## src/rtl/bch_enc_arbiter.sv

```systemverilog
// Two-requester round-robin front end for a shared BCH(15,7) encoder core.
// One transaction in flight; a hung core is abandoned after TIMEOUT wait cycles.
module bch_enc_arbiter #(
  parameter int MSG_W   = 7,
  parameter int CW_W    = 15,
  parameter int TIMEOUT = 32
) (
  input  logic             clk,
  input  logic             rst,
  input  logic             req0_valid,
  input  logic [MSG_W-1:0] req0_data,
  output logic             req0_ready,
  input  logic             req1_valid,
  input  logic [MSG_W-1:0] req1_data,
  output logic             req1_ready,
  output logic             core_start,
  output logic [MSG_W-1:0] core_msg,
  input  logic             core_done,
  input  logic [CW_W-1:0]  core_cw,
  output logic             rsp_valid,
  input  logic             rsp_ready,
  output logic [CW_W-1:0]  rsp_cw,
  output logic             rsp_id,
  output logic             timeout_err,
  output logic [7:0]       err_cnt
);

  localparam logic [7:0] TMAX = 8'(TIMEOUT - 1);

  typedef enum logic [1:0] {S_IDLE, S_START, S_WAIT, S_RESP} state_t;

  state_t           r_state, w_next;
  logic             r_last;
  logic [7:0]       r_timer;
  logic [MSG_W-1:0] r_msg;
  logic [CW_W-1:0]  r_cw;
  logic             r_id;
  logic [7:0]       r_err;
  logic             w_gnt, w_hs0, w_hs1, w_hs, w_timeout;

  // Tie goes to whoever was not served last; otherwise the lone requester.
  assign w_gnt     = (req0_valid && req1_valid) ? ~r_last : req1_valid;
  assign w_hs0     = (r_state == S_IDLE) && req0_valid && !w_gnt;
  assign w_hs1     = (r_state == S_IDLE) && req1_valid && w_gnt;
  assign w_hs      = w_hs0 || w_hs1;
  assign w_timeout = (r_state == S_WAIT) && !core_done && (r_timer == TMAX);

  always_ff @(posedge clk or posedge rst) begin
    if (rst) r_state <= S_IDLE;
    else     r_state <= w_next;
  end

  always_comb begin
    w_next = r_state;
    case (r_state)
      S_IDLE:  if (w_hs) w_next = S_START;
      S_START: w_next = S_WAIT;
      S_WAIT: begin
        if (core_done)      w_next = S_RESP;
        else if (w_timeout) w_next = S_IDLE;
      end
      S_RESP:  if (rsp_ready) w_next = S_IDLE;
      default: w_next = S_IDLE;
    endcase
  end

  always_comb begin
    req0_ready  = w_hs0;
    req1_ready  = w_hs1;
    core_start  = (r_state == S_START);
    rsp_valid   = (r_state == S_RESP);
    timeout_err = w_timeout;
  end

  always_ff @(posedge clk or posedge rst) begin
    if (rst) begin
      r_last  <= 1'b1;
      r_timer <= '0;
      r_msg   <= '0;
      r_cw    <= '0;
      r_id    <= 1'b0;
      r_err   <= '0;
    end else begin
      if (w_hs) begin
        r_msg <= w_gnt ? req1_data : req0_data;
        r_id  <= w_gnt;
      end
      if (r_state == S_START)
        r_timer <= '0;
      else if (r_state == S_WAIT && !core_done && !w_timeout)
        r_timer <= r_timer + 8'd1;
      if (r_state == S_WAIT && core_done)
        r_cw <= core_cw;
      // An aborted requester counts as served so the other side gets the next tie.
      if (w_timeout) begin
        r_last <= r_id;
        if (r_err != 8'hFF) r_err <= r_err + 8'd1;
      end
      if (r_state == S_RESP && rsp_ready)
        r_last <= r_id;
    end
  end

  assign core_msg = r_msg;
  assign rsp_cw   = r_cw;
  assign rsp_id   = r_id;
  assign err_cnt  = r_err;

endmodule

```

## config.mk

```make
export PLATFORM = sky130hd
export DESIGN_NAME = bch_enc_arbiter
export DESIGN_NICKNAME = d
export VERILOG_FILES = /design/src/rtl/bch_enc_arbiter.sv
export SDC_FILE = /design/constraint.sdc
export NUM_CORES = 1
export LEC_CHECK = 0
export ABC_AREA = 1
export BUFFER_PORTS_ARGS = -buffer_cell sky130_fd_sc_hd__buf_2
export CORE_MARGIN = 1
export CORE_UTILIZATION = 40
export DETAILED_ROUTE_END_ITERATION = 6
export PLACE_DENSITY_LB_ADDON = 0.3
export SYNTH_ARGS = -nofsm -noshare
export SYNTH_HDL_FRONTEND = slang
export SYNTH_SLANG_ARGS = --single-unit
```

## constraint.sdc

```tcl
create_clock -name clk -period 1.4 [get_ports clk]
set_input_delay 0.14 -clock clk [delete_from_list [all_inputs] [get_ports clk]]
set_output_delay 0.14 -clock clk [all_outputs]
set_load 0.1 [all_outputs]
```

Word level (Yosys, flattened, before mapping) --
Index checks and enable logic that the tools add are counted.
Cells by class: $add $sub $neg 2, $mul 0, muxes and demuxes 11, equal/unequal tests 8, shift-type cells 0, bitwise gates (word level) 1, div/mod/pow operators 0, order comparisons 0, reductions and logical operators 19
Operators with widths (count):
- $add 8x1->8 const B | 2
- $mux 8 | 2
- $logic_and 1x1->1 | 10
- $eq 8x5->1 const B | 1
- $mux 2 | 4
- $ne 8x8->1 const B | 1
- $pmux 2 s4 | 1
- $mux 7 | 1
- $eq 2x2->1 const B | 2
- $reduce_bool 2->1 | 2
- $logic_not 1->1 | 3
- $mux 1 | 3
- $ne 3x3->1 const B | 1
- $reduce_and 3->1 | 1
- $eq 2x1->1 const B | 1
- $logic_not 2->1 | 1
- $ne 2x1->1 const B | 1
- $ne 2x2->1 const B | 1
- $reduce_and 2->1 | 1
- $logic_or 1x1->1 | 1
- $not 1->1 | 1
Storage, ports and cells: ROM bits 0, latch bits 0, output and inout port bits 36, word-level logic and storage cells 48, bits in registers 42, memories kept 0, memory bits (writable) 0

Logic depth before layout (Yosys ltp) --
Gate-level depths: netlist of the first run.
word-level depth 7, gate-level depth with buffers 10, mapped depth without buffers 10

Worst setup path after synthesis of the first run --
OpenSTA, ideal clock, no wires.
path kind reg2reg, from register r_state[1], to register r_timer[3], library setup time 0.121 ns, cell stages (with the launch flop) 7, setup slack -1.005 ns, period minus slack after synthesis 2.405 ns, buffers on the path 0, arrival 2.285 ns, path through dfrtp_1 -> nor2_1 -> inv_2 -> nand2_1 -> inv_2 -> nand2_1 -> nand2_1
RTL lines:
- start, declared | RTL line 32 | state_t r_state, w_next;
- start signal, assigned | RTL line 50 | else r_state <= w_next;
- $eq 2x1->1 (*)
- named net core_start | RTL line 16 | output logic core_start,
- $mux 8 or $reduce_bool 2->1 (tied branches)
- end signal, assigned | RTL line 91 | r_timer <= r_timer + 8'd1;
- end, declared | RTL line 34 | logic [7:0] r_timer;
Mark *: on every way through the listed nets, which the timed path passes. The rest lies on a longest branch. A chain may end at the register's enable or synchronous reset.

Final worst setup path of the first run --
from register r_timer[1], to output timeout_err
Between the ends: word-level cells in the longest chain between the ends 2
Ends and longest elaborated chain:
- $eq 8x5->1 | RTL line 46 | assign w_timeout = (r_state == S_WAIT) && !core_done && (r_timer == TMAX);
- $logic_and 1x1->1 | RTL line 46
- end, declared | RTL line 24 | output logic timeout_err,
No other way between the ends.

==> flow_metrics.env, run 1 <==
export IMPL_drc=0
export IMPL_worstPathCellList="ha_4 > nand2_4 > clkinv_4 > nand2_4 > nor2_8 > nand2_8 > clkinv_16 > buf_16"
export IMPL_placed_area_um2=2831
export IMPL_io_buffer_count=70
export IMPL_peakVddDrop_v=0.001905
export IMPL_grt_max_degree=23
export IMPL_ios=71
export IMPL_hp_class="input pin to flip-flop"
export IMPL_initial_core_util=0.4174
export IMPL_layout_cells_non_filler=443
export IMPL_finalSetupViolCount=19
export IMPL_status="finished with violations"
export IMPL_num_antenna_cells=0
export IMPL_coreArea_um2=5107
export IMPL_criticalPathCategory="flip-flop to primary output"
export IMPL_die_w_um=75.01
export IMPL_powerDensity_nw_per_um2=2398
export IMPL_nets=409
export IMPL_die_area_um2=5626
export IMPL_rows=26
export IMPL_crit_path_frequent_cell="nand2_4"
export IMPL_wirelength_um=5096
export IMPL_drive_above_1_share=0.4558
export IMPL_worst_endpoint_required_ns=1.26
export IMPL_die_height_um=75.01
export IMPL_synth_edf_count=0
export IMPL_overflow=0
export IMPL_netlist_area_um2=2132
export IMPL_yosysTopAreaCellShare=0.4812
export IMPL_ys_seq_area_frac=0.4935
export IMPL_insertion_delay_ns=0.29
export IMPL_maxSlewViolCount=0
export IMPL_cp_slowest_cell="dfrtp_1"
export IMPL_synth_most_common_cell="nand2_1"
export IMPL_first_pass_iters=4
export IMPL_drtAntennaViolNets=0
export IMPL_synth_largest_area_cell="dfrtp_1"
export IMPL_cts_buffers=5
export IMPL_clock_sinks=42
export IMPL_max_freq_mhz=609.3
export IMPL_synth_area_top_cells="dfrtp_1 (48%), nand2_1 (22%), nand3_1 (3.5%), inv_1 (3.0%), nor2_1 (2.6%)"
export IMPL_slew_headroom=0.6783
export IMPL_place_hpwl_um=3445
export IMPL_min_period_ns=1.641
export IMPL_worstMarginPinSlew_ns=0.4858
export IMPL_grt_pass1_vias=1812
export IMPL_drt_iter0_drc=87
export IMPL_crit_path_start_kind="flip-flop"
export IMPL_wl_per_cell_um=11.50
export IMPL_gp_congestion=0.8019
export IMPL_fin_ws_ns=-0.2411
export IMPL_total_power_mw=7.682
export IMPL_htreeDepth=2
export IMPL_grtUsageTotal=0.1861
export IMPL_synthFlopType="dfrtp_1"
export IMPL_async_reset_ff_frac=1.000
export IMPL_finalHoldWorstSlack_ns=0.04056
export IMPL_cp_end_kind="primary output"
export IMPL_finClkSkew_ns=0.004346
export IMPL_maxCapViolations=0
export IMPL_finalCritPeriodShare=1.172
export IMPL_synthTopCellsByCount="nand2_1 (123), dfrtp_1 (41), inv_1 (17)"
export IMPL_hold_viol=0
export IMPL_antenna_found_initial=0
export IMPL_finalInstanceArea_um2=3203
export IMPL_place_inst=418
export IMPL_violations="setup timing"
export IMPL_rsz0062_at_grt="true"
export IMPL_synth_area_per_cell_um2=7.926
export IMPL_power_leakage_nw=1.694
export IMPL_yosysWarnings=0
export IMPL_synth_distinct_cells=26
export IMPL_root_buffer="clkbuf_8"
export IMPL_path_clk_slew_ns=0.08
export IMPL_critPathMaxStageDelay_ns=0.41
export IMPL_cts_tree="yes"
export IMPL_cts_max_path_buffers=2
export IMPL_grt_pass1_wl_um=7872
export IMPL_vias=2059
export IMPL_via_per_inst=4.648
export IMPL_ys_ff_latch=42
export IMPL_netlist_instances=269
export IMPL_critPathMaxFanout=2
export IMPL_area_growth_synth_to_final_pct=50.23
export IMPL_syn_num_nets=306
export IMPL_cp_arrival_ns=1.50
## per-stage QoR
stage          setup slack (ns)  TNS (ns)    util
4_1_cts                 -0.2331   -0.9918  0.5948
3_3_place_gp            0.01483         0  0.5544
3_5_place_dp           0.004413         0  0.5544
6_report                -0.2411    -1.712  0.6271
2_1_floorplan          -0.03291   -0.2160       -
5_1_grt                 -0.2975    -3.636  0.6271
## power by group
group	leakage [nW]	switching [mW]	internal, mW
logic	1.12	3.72	1.12
registers	0.516	0.264	1.62
clock network	0.0579	0.428	0.525
## path summary, 6_finish.rpt
kind                                              from                     end  depth (start not counted)  slack, ns
worst max-delay path            r_timer[1]$_DFFE_PP0P_             timeout_err                          8      -0.24
worst min-delay path                       core_cw[12]  rsp_cw[12]$_DFFE_PP0P_                          3       0.04
worst max register to register  r_timer[1]$_DFFE_PP0P_  err_cnt[4]$_DFFE_PP0P_                         10      -0.11
worst min register to register   rsp_cw[9]$_DFFE_PP0P_   rsp_cw[9]$_DFFE_PP0P_                          2       0.47
max in group asynchronous                          rst      r_last$_DFFE_PP1P_                          4       0.69
min in group asynchronous                          rst      rsp_id$_DFFE_PP0P_                          4       0.44
## layout make-up
| type | count | area (um2) |
|---|---|---|
| clock buffers | 5 | 68.82 |
| clock inverters | 3 | 40.04 |
| fillers | 439 | 1904 |
| inverters | 27 | 145.1 |
| multi-input cells | 198 | 1110 |
| flip-flops and latches | 42 | 1080 |
| well taps | 70 | 87.58 |
| repair buffers | 98 | 671.9 |
## per-layer routing
metal / share of wire / wire [um] / up-vias / global-route usage
li1: - / - / 1032 / -
met1: 0.45 / 2296 / 970 / 0.2363
met2: 0.48 / 2469 / 51 / 0.3073
met3: 0.051 / 261 / 6 / 0.05087
met4: 0.013 / 68 / 0 / 0.06289
met5: 0 / 0 / - / 0
## layout by cell type (no fill, tap or decap), types with 3 or more instances in the layout
cell type	netlist	routed
nand4_1	5	5
nor2_1	15	11
dfrtp_1	41	31
buf_2	2	65
buf_12	0	4
clkbuf_8	0	5
buf_4	0	20
inv_1	17	14
nand3_1	15	13
nor2_2	2	3
inv_2	8	6
nand2_2	6	17
buf_6	1	7
o21a_1	7	7
nand2_1	123	107
xor2_1	3	3
nand2_4	3	7
dfrtp_2	0	4
nor2_4	4	7
dfrtp_4	0	6
## flip-flops by register name, indices dropped and copies added, names as in the netlist
signal / count
r_state: 2
err_cnt: 8
r_last: 1
r_timer: 8
core_msg: 7
rsp_id: 1
rsp_cw: 15
## repair_timing
action                     CTS  global route
resized for setup           11            22
pin swaps                    4            18
hold buffers                 1             0
hold endpoints to repair    41             0
cloned                       0             1
setup endpoints to repair   10            29
buffers inserted             6             9
## worst max-delay path: cells and delay by family, from the launching register on
family | cells | cell delay, ns
DFF | 1 | 0.41
and+or+nand+nor | 4 | 0.35
buffers and inverters | 3 | 0.27
adders and majority gates | 1 | 0.18
## cells by family after synthesis
family	share of synthesized area
flip-flops	0.4935
adder cells (fa/ha/maj)	0.01174
buffers and inverters	0.05809
XOR/XNOR	0.02054
AO/OA/AOI/OAI	0.03932
AND/OR/NAND/NOR	0.3768
No activity file was read; power rests on OpenSTA's default activity.
==> run 2, diff against run 1 <==
--- a/config.mk
+++ b/config.mk
@@ -5,7 +5,7 @@
 export SDC_FILE = /design/constraint.sdc
 export NUM_CORES = 1
 export LEC_CHECK = 0
-export ABC_AREA = 1
+export ABC_AREA = 0
 export BUFFER_PORTS_ARGS = -buffer_cell sky130_fd_sc_hd__buf_2
 export CORE_MARGIN = 1
 export CORE_UTILIZATION = 40
==> flow_metrics.env, run 2 <==
export IMPL_status="finished with violations"
export IMPL_violations="DRC, setup timing"
export IMPL_die_height_um=70.73
export IMPL_r2r_end="r_timer[5]$_DFFE_PP0P_"
export IMPL_grtUsageMet2=0.3782
export IMPL_yosysWarnings=0
export IMPL_die_area_um2=5002
export IMPL_finClkSkew_ns=0.004581
export IMPL_maxSlewViolCount=0
export IMPL_multi_input_area_um2=1033
export IMPL_io_buffer_count=70
export IMPL_nets=322
export IMPL_num_antenna_cells=0
export IMPL_max_freq_mhz=597.5
export IMPL_crit_path_start_kind="flip-flop"
export IMPL_utilization=0.7224
export IMPL_finalSetupViolCount=27
export IMPL_htreeDepth=2
export IMPL_hp_class="input pin to flip-flop"
export IMPL_reg2reg_depth=6
export IMPL_first_pass_iters=6
export IMPL_grt_max_degree=43
export IMPL_insertion_delay_ns=0.29
export IMPL_rows=24
export IMPL_netlist_area_um2=1889
export IMPL_layout_commonest_cell="buf_2"
export IMPL_ys_seq_area_frac=0.5570
export IMPL_finalInstanceArea_um2=3211
export IMPL_synth_most_common_cell="dfrtp_1"
export IMPL_slew_headroom=0.6694
export IMPL_min_to="rsp_cw[5]$_DFFE_PP0P_"
export IMPL_drive_above_1_share=0.6713
export IMPL_wl_per_cell_um=14.74
export IMPL_cp_end_kind="flip-flop"
export IMPL_synthFlopType="dfrtp_1"
export IMPL_synth_largest_area_cell="dfrtp_1"
export IMPL_synth_area_top_cells="dfrtp_1 (54%), mux2_2 (9.5%), mux2i_1 (4.8%), xor2_1 (3.7%), nor2_1 (3.4%)"
export IMPL_crit_start="r_timer[1]$_DFFE_PP0P_"
export IMPL_min_from="core_cw[5]"
export IMPL_worstMarginPinSlew_ns=0.4993
export IMPL_use_met1=0.2404
export IMPL_drc=4
export IMPL_overflow=0
export IMPL_synth_edf_count=0
export IMPL_synthTopCellsByCount="dfrtp_1 (41), nor2_1 (17), mux2_2 (16)"
export IMPL_critPathMaxFanout=4
export IMPL_ys_ff_latch=42
export IMPL_synth_area_per_cell_um2=11.66
export IMPL_seqCellArea_um2=1079
export IMPL_cts_buffers=5
export IMPL_drt_iter0_drc=61
export IMPL_cts_max_path_buffers=2
export IMPL_place_hpwl_um=3110
export IMPL_gp_congestion=0.8435
export IMPL_antenna_found_initial=0
export IMPL_whs_path_depth=2
export IMPL_grt_pass1_vias=1753
export IMPL_yosysTopAreaCellShare=0.5430
export IMPL_vias=1713
export IMPL_r2r_start="r_timer[1]$_DFFE_PP0P_"
export IMPL_ios=71
export IMPL_rsz0062_at_grt="true"
export IMPL_min_period_ns=1.674
export IMPL_criticalPathCategory="flip-flop to flip-flop"
export IMPL_fin_ws_ns=-0.2737
export IMPL_wirelength_um=4981
export IMPL_grt_pass1_wl_um=7990
export IMPL_nFillCells=317
export IMPL_drtAntennaViolNets=0
export IMPL_root_buffer="clkbuf_8"
export IMPL_coreArea_um2=4444
export IMPL_die_w_um=70.73
export IMPL_cts_tree="yes"
export IMPL_area_growth_synth_to_final_pct=69.93
export IMPL_async_reset_ff_frac=1.000
export IMPL_synth_distinct_cells=36
export IMPL_worst_endpoint_required_ns=1.62
export IMPL_cp_arrival_ns=1.89
export IMPL_grtUsageTotal=0.2043
export IMPL_clock_sinks=42
export IMPL_largest_register_ff_count=15
export IMPL_r2r_slack_ns=-0.27
export IMPL_via_per_inst=5.068
export IMPL_netlist_instances=162
export IMPL_finalCritPeriodShare=1.195
export IMPL_mostFrequentLayoutCells="buf_2 (60), buf_4 (39), dfrtp_1 (32)"
export IMPL_path_clk_slew_ns=0.08
export IMPL_initial_core_util=0.4251
export IMPL_top_usage_layer="met2"
export IMPL_hold_viol=0
export IMPL_use_met3=0.04701
export IMPL_maxCapViolations=0
export IMPL_placed_area_um2=2721
export IMPL_syn_num_nets=199
[run 2: cell types whose count changed in the layout (fill, tap and decap cells not counted), sizes merged, moves of 7 or more]
cell	previous run	this run
nand3	15	8
nand2	133	6
mux2i	0	9
buf	97	116
a21oi	2	9
inv	22	4
mux2	0	16
[run 2: how the worst max path moves through the flow]
stage / endpoint / slack [ns]
after CTS: timeout_err / -0.27
after floorplan: r_last$_DFFE_PP1P_ / -0.36
after detailed placement: r_timer[5]$_DFFE_PP0P_ / -0.19
after global routing: timeout_err / -0.35
after global placement: r_timer[3]$_DFFE_PP0P_ / -0.16
final: r_timer[5]$_DFFE_PP0P_ / -0.27
[run 2: kinds of logic (layout without fill, tap and decap cells)]
| group | count (synthesis) | count (layout) | synth area share |
|---|---|---|---|
| compound gates | 23 | 23 | 0.07748 |
| xor+xnor | 9 | 9 | 0.04172 |
| fa+ha+maj | 2 | 2 | 0.01324 |
| buf+inv | 10 | 134 | 0.02384 |
| flops | 42 | 42 | 0.5570 |
| mux | 25 | 25 | 0.1430 |
| simple gates | 51 | 51 | 0.1437 |
[run 2: timing repair]
action / CTS / global route
hold buffers: 1 / 0
setup buffers: 10 / 5
pin swaps: 11 / 10
cloned: 0 / 1
endpoints found under the hold margin: 41 / 0
gates resized for setup: 34 / 29
endpoints found under the setup margin: 25 / 46
[run 2: per-layer routing]
layer | routed length (um) | share of wire | vias up
met5 | 0 | 0 | -
met4 | 60 | 0.012 | 0
met3 | 167 | 0.034 | 6
met2 | 2783 | 0.56 | 48
met1 | 1969 | 0.40 | 837
li1 | - | - | 822
[run 2: per-stage QoR]
stage / TNS [ns] / instances / setup slack, ns / hold WS [ns]
2_1_floorplan: -3.855 / 162 / -0.3612 / 0.2906
3_3_place_gp: -1.368 / 315 / -0.1603 / 0.2136
3_5_place_dp: -1.919 / 315 / -0.1921 / 0.2164
4_1_cts: -2.904 / 334 / -0.2659 / 0.06631
5_1_grt: -5.772 / 338 / -0.3454 / 0.06980
6_report: -3.559 / 338 / -0.2737 / 0.07908
[run 2: worst max-delay path, cell delays in order (launching register included)]
cell	delay [ns]
dfrtp_1	0.39
ha_2	0.20
and4_4	0.16
buf_4	0.13
a21o_1	0.19
or4_4	0.42
a21oi_2	0.12
[run 2: cell type report]
type	count	share of cell area
flip-flops and latches	42	0.3359
multi-input cells	110	0.3219
repair buffers	121	0.2786
clock buffers	7	0.02689
well taps	52	0.02026
clock inverters	1	0.009353
inverters	5	0.007015
Power of run 2 is not shown: default switching activity piles up to over one toggle a cycle in this logic, so the estimate is an artifact.
==> run 3, diff against run 2 <==
--- a/config.mk
+++ b/config.mk
@@ -7,8 +7,9 @@
 export LEC_CHECK = 0
 export ABC_AREA = 0
 export BUFFER_PORTS_ARGS = -buffer_cell sky130_fd_sc_hd__buf_2
+export CORE_ASPECT_RATIO = 2
 export CORE_MARGIN = 1
-export CORE_UTILIZATION = 40
+export CORE_UTILIZATION = 44
 export DETAILED_ROUTE_END_ITERATION = 6
 export PLACE_DENSITY_LB_ADDON = 0.3
 export SYNTH_ARGS = -nofsm -noshare
==> flow_metrics.env, run 3 (synthesized netlist as in run 2, its figures left out) <==
export IMPL_status="finished with violations"
export IMPL_violations="setup timing"
export IMPL_fin_ws_ns=-0.3582
export IMPL_first_pass_iters=4
export IMPL_wirelength_um=5488
export IMPL_wl_per_cell_um=16.28
export IMPL_grt_max_degree=25
export IMPL_initial_core_util=0.4622
export IMPL_power_leakage_nw=1.532
export IMPL_htreeDepth=2
export IMPL_root_buffer="clkbuf_8"
export IMPL_cts_max_path_buffers=2
export IMPL_cts_buffers=5
export IMPL_grtUsageTotal=0.2349
export IMPL_max_freq_mhz=568.7
export IMPL_maxSlewViolCount=0
export IMPL_grt_pass1_vias=1856
export IMPL_io_buffer_count=70
export IMPL_finalSetupViolCount=27
export IMPL_swShare=0.5683
export IMPL_cp_arrival_ns=1.99
export IMPL_nFillCells=257
export IMPL_peakVddDrop_v=0.002207
export IMPL_crit_path_start_kind="flip-flop"
export IMPL_comb_power_share=0.661
export IMPL_finClkSkew_ns=0.01047
export IMPL_rsz0062_at_grt="true"
export IMPL_die_area_um2=4576
export IMPL_drtAntennaViolNets=0
export IMPL_coreArea_um2=4088
export IMPL_path_clk_slew_ns=0.08
export IMPL_powerDensity_nw_per_um2=2473
export IMPL_clock_sinks=42
export IMPL_via_per_inst=5.226
export IMPL_drt_iter0_drc=26
export IMPL_area_growth_synth_to_final_pct=69.40
export IMPL_antenna_found_initial=0
export IMPL_mostFrequentLayoutCells="buf_2 (62), buf_4 (36), dfrtp_1 (31)"
export IMPL_hp_class="input pin to flip-flop"
export IMPL_finalCritPeriodShare=1.256
export IMPL_die_w_um=48.34
export IMPL_drc=0
export IMPL_insertion_delay_ns=0.30
export IMPL_ios=71
export IMPL_p_int_mw=3.417
export IMPL_slew_headroom=0.6702
export IMPL_rows=33
export IMPL_min_period_ns=1.758
export IMPL_nets=322
export IMPL_place_hpwl_um=3498
export IMPL_cts_tree="yes"
export IMPL_worst_endpoint_required_ns=1.63
export IMPL_num_antenna_cells=0
export IMPL_die_height_um=94.67
export IMPL_power_frac_seq=0.244
export IMPL_worstMarginPinSlew_ns=0.4981
export IMPL_vias=1761
export IMPL_maxCapViolations=0
export IMPL_power_switching_mw=4.498
export IMPL_total_power_mw=7.915
export IMPL_hold_viol=0
export IMPL_drive_above_1_share=0.6947
export IMPL_grt_pass1_wl_um=8024
export IMPL_gp_congestion=0.7622
export IMPL_largest_register_ff_count=15
export IMPL_cp_end_kind="flip-flop"
export IMPL_p_clk_frac=0.095
export IMPL_overflow=0
export IMPL_layout_cells_non_filler=337
export IMPL_layout_commonest_cell="buf_2"
export IMPL_criticalPathCategory="flip-flop to flip-flop"
export IMPL_critPathMaxFanout=4
export IMPL_place_inst=314
==> run 3: area by class of cell <==
| cell class | count | area (um2) | share of cell area |
|---|---|---|---|
| Inverter | 5 | 25.02 | 0.007819 |
| Multi-Input combinational cell | 110 | 1051 | 0.3284 |
| Tap cell | 52 | 65.06 | 0.02033 |
| Sequential cell | 42 | 1080 | 0.3374 |
| Clock inverter | 2 | 10.01 | 0.003127 |
| Clock buffer | 5 | 68.82 | 0.02150 |
| Timing Repair Buffer | 121 | 900.9 | 0.2815 |
==> run 3: routing by layer <==
metal	global-route usage	up-vias	share of wire
met5	0	-	0
met4	0.1373	0	0.029
met3	0.03060	12	0.032
li1	-	815	-
met2	0.4777	57	0.59
met1	0.2135	877	0.35
==> run 3: path summary, 6_finish.rpt <==
check / startpoint / end / slack, ns / cells after the start
min in group asynchronous: rst / r_state[1]$_DFFE_PP0P_ / 0.42 / 4
worst max register to register: r_timer[1]$_DFFE_PP0P_ / r_timer[3]$_DFFE_PP0P_ / -0.36 / 6
worst min-delay path: core_cw[13] / rsp_cw[13]$_DFFE_PP0P_ / 0.07 / 2
worst max-delay path: r_timer[1]$_DFFE_PP0P_ / r_timer[3]$_DFFE_PP0P_ / -0.36 / 6
max in group asynchronous: rst / err_cnt[2]$_DFFE_PP0P_ / 0.71 / 4
worst min register to register: rsp_cw[0]$_DFFE_PP0P_ / rsp_cw[0]$_DFFE_PP0P_ / 0.50 / 1
==> run 3: power groups by stage <==
stage	Sequential, mW	Clock [mW]	Combinational [mW]
2_1_floorplan	4.34	0	1.13
3_3_place_gp	1.85	0	4.61
3_5_place_dp	1.87	0	4.66
4_1_cts	1.86	0.753	4.92
5_1_grt	1.97	0.803	5.41
6_report	1.93	0.752	5.23
==> run 3: critical path, cell delays in order, from the launching register on <==
cell	delay, ns
dfrtp_1	0.39
ha_2	0.19
and4_4	0.15
buf_4	0.15
a21o_1	0.20
or4_1	0.51
nand2_1	0.10
==> run 3: metrics by stage <==
step / hold slack, ns / utilization / TNS (ns) / area (um2) / worst slack [ns]
2_1_floorplan: 0.2906 / - / -3.855 / 1966 / -0.3612
3_3_place_gp: 0.1917 / 0.6670 / -1.284 / 2726 / -0.1625
3_5_place_dp: 0.1924 / 0.6670 / -1.993 / 2726 / -0.2228
4_1_cts: 0.06970 / 0.7435 / -3.472 / 3039 / -0.2807
5_1_grt: 0.06881 / 0.7830 / -5.570 / 3201 / -0.4073
6_report: 0.07463 / 0.7830 / -3.643 / 3201 / -0.3582
==> run 3: what timing repair did <==
action / in CTS / in global routing
gates resized for setup: 30 / 38
pin swaps: 10 / 7
buffers inserted: 12 / 5
hold endpoints to repair: 41 / 0
setup endpoints to repair: 22 / 46
hold buffers: 1 / 0
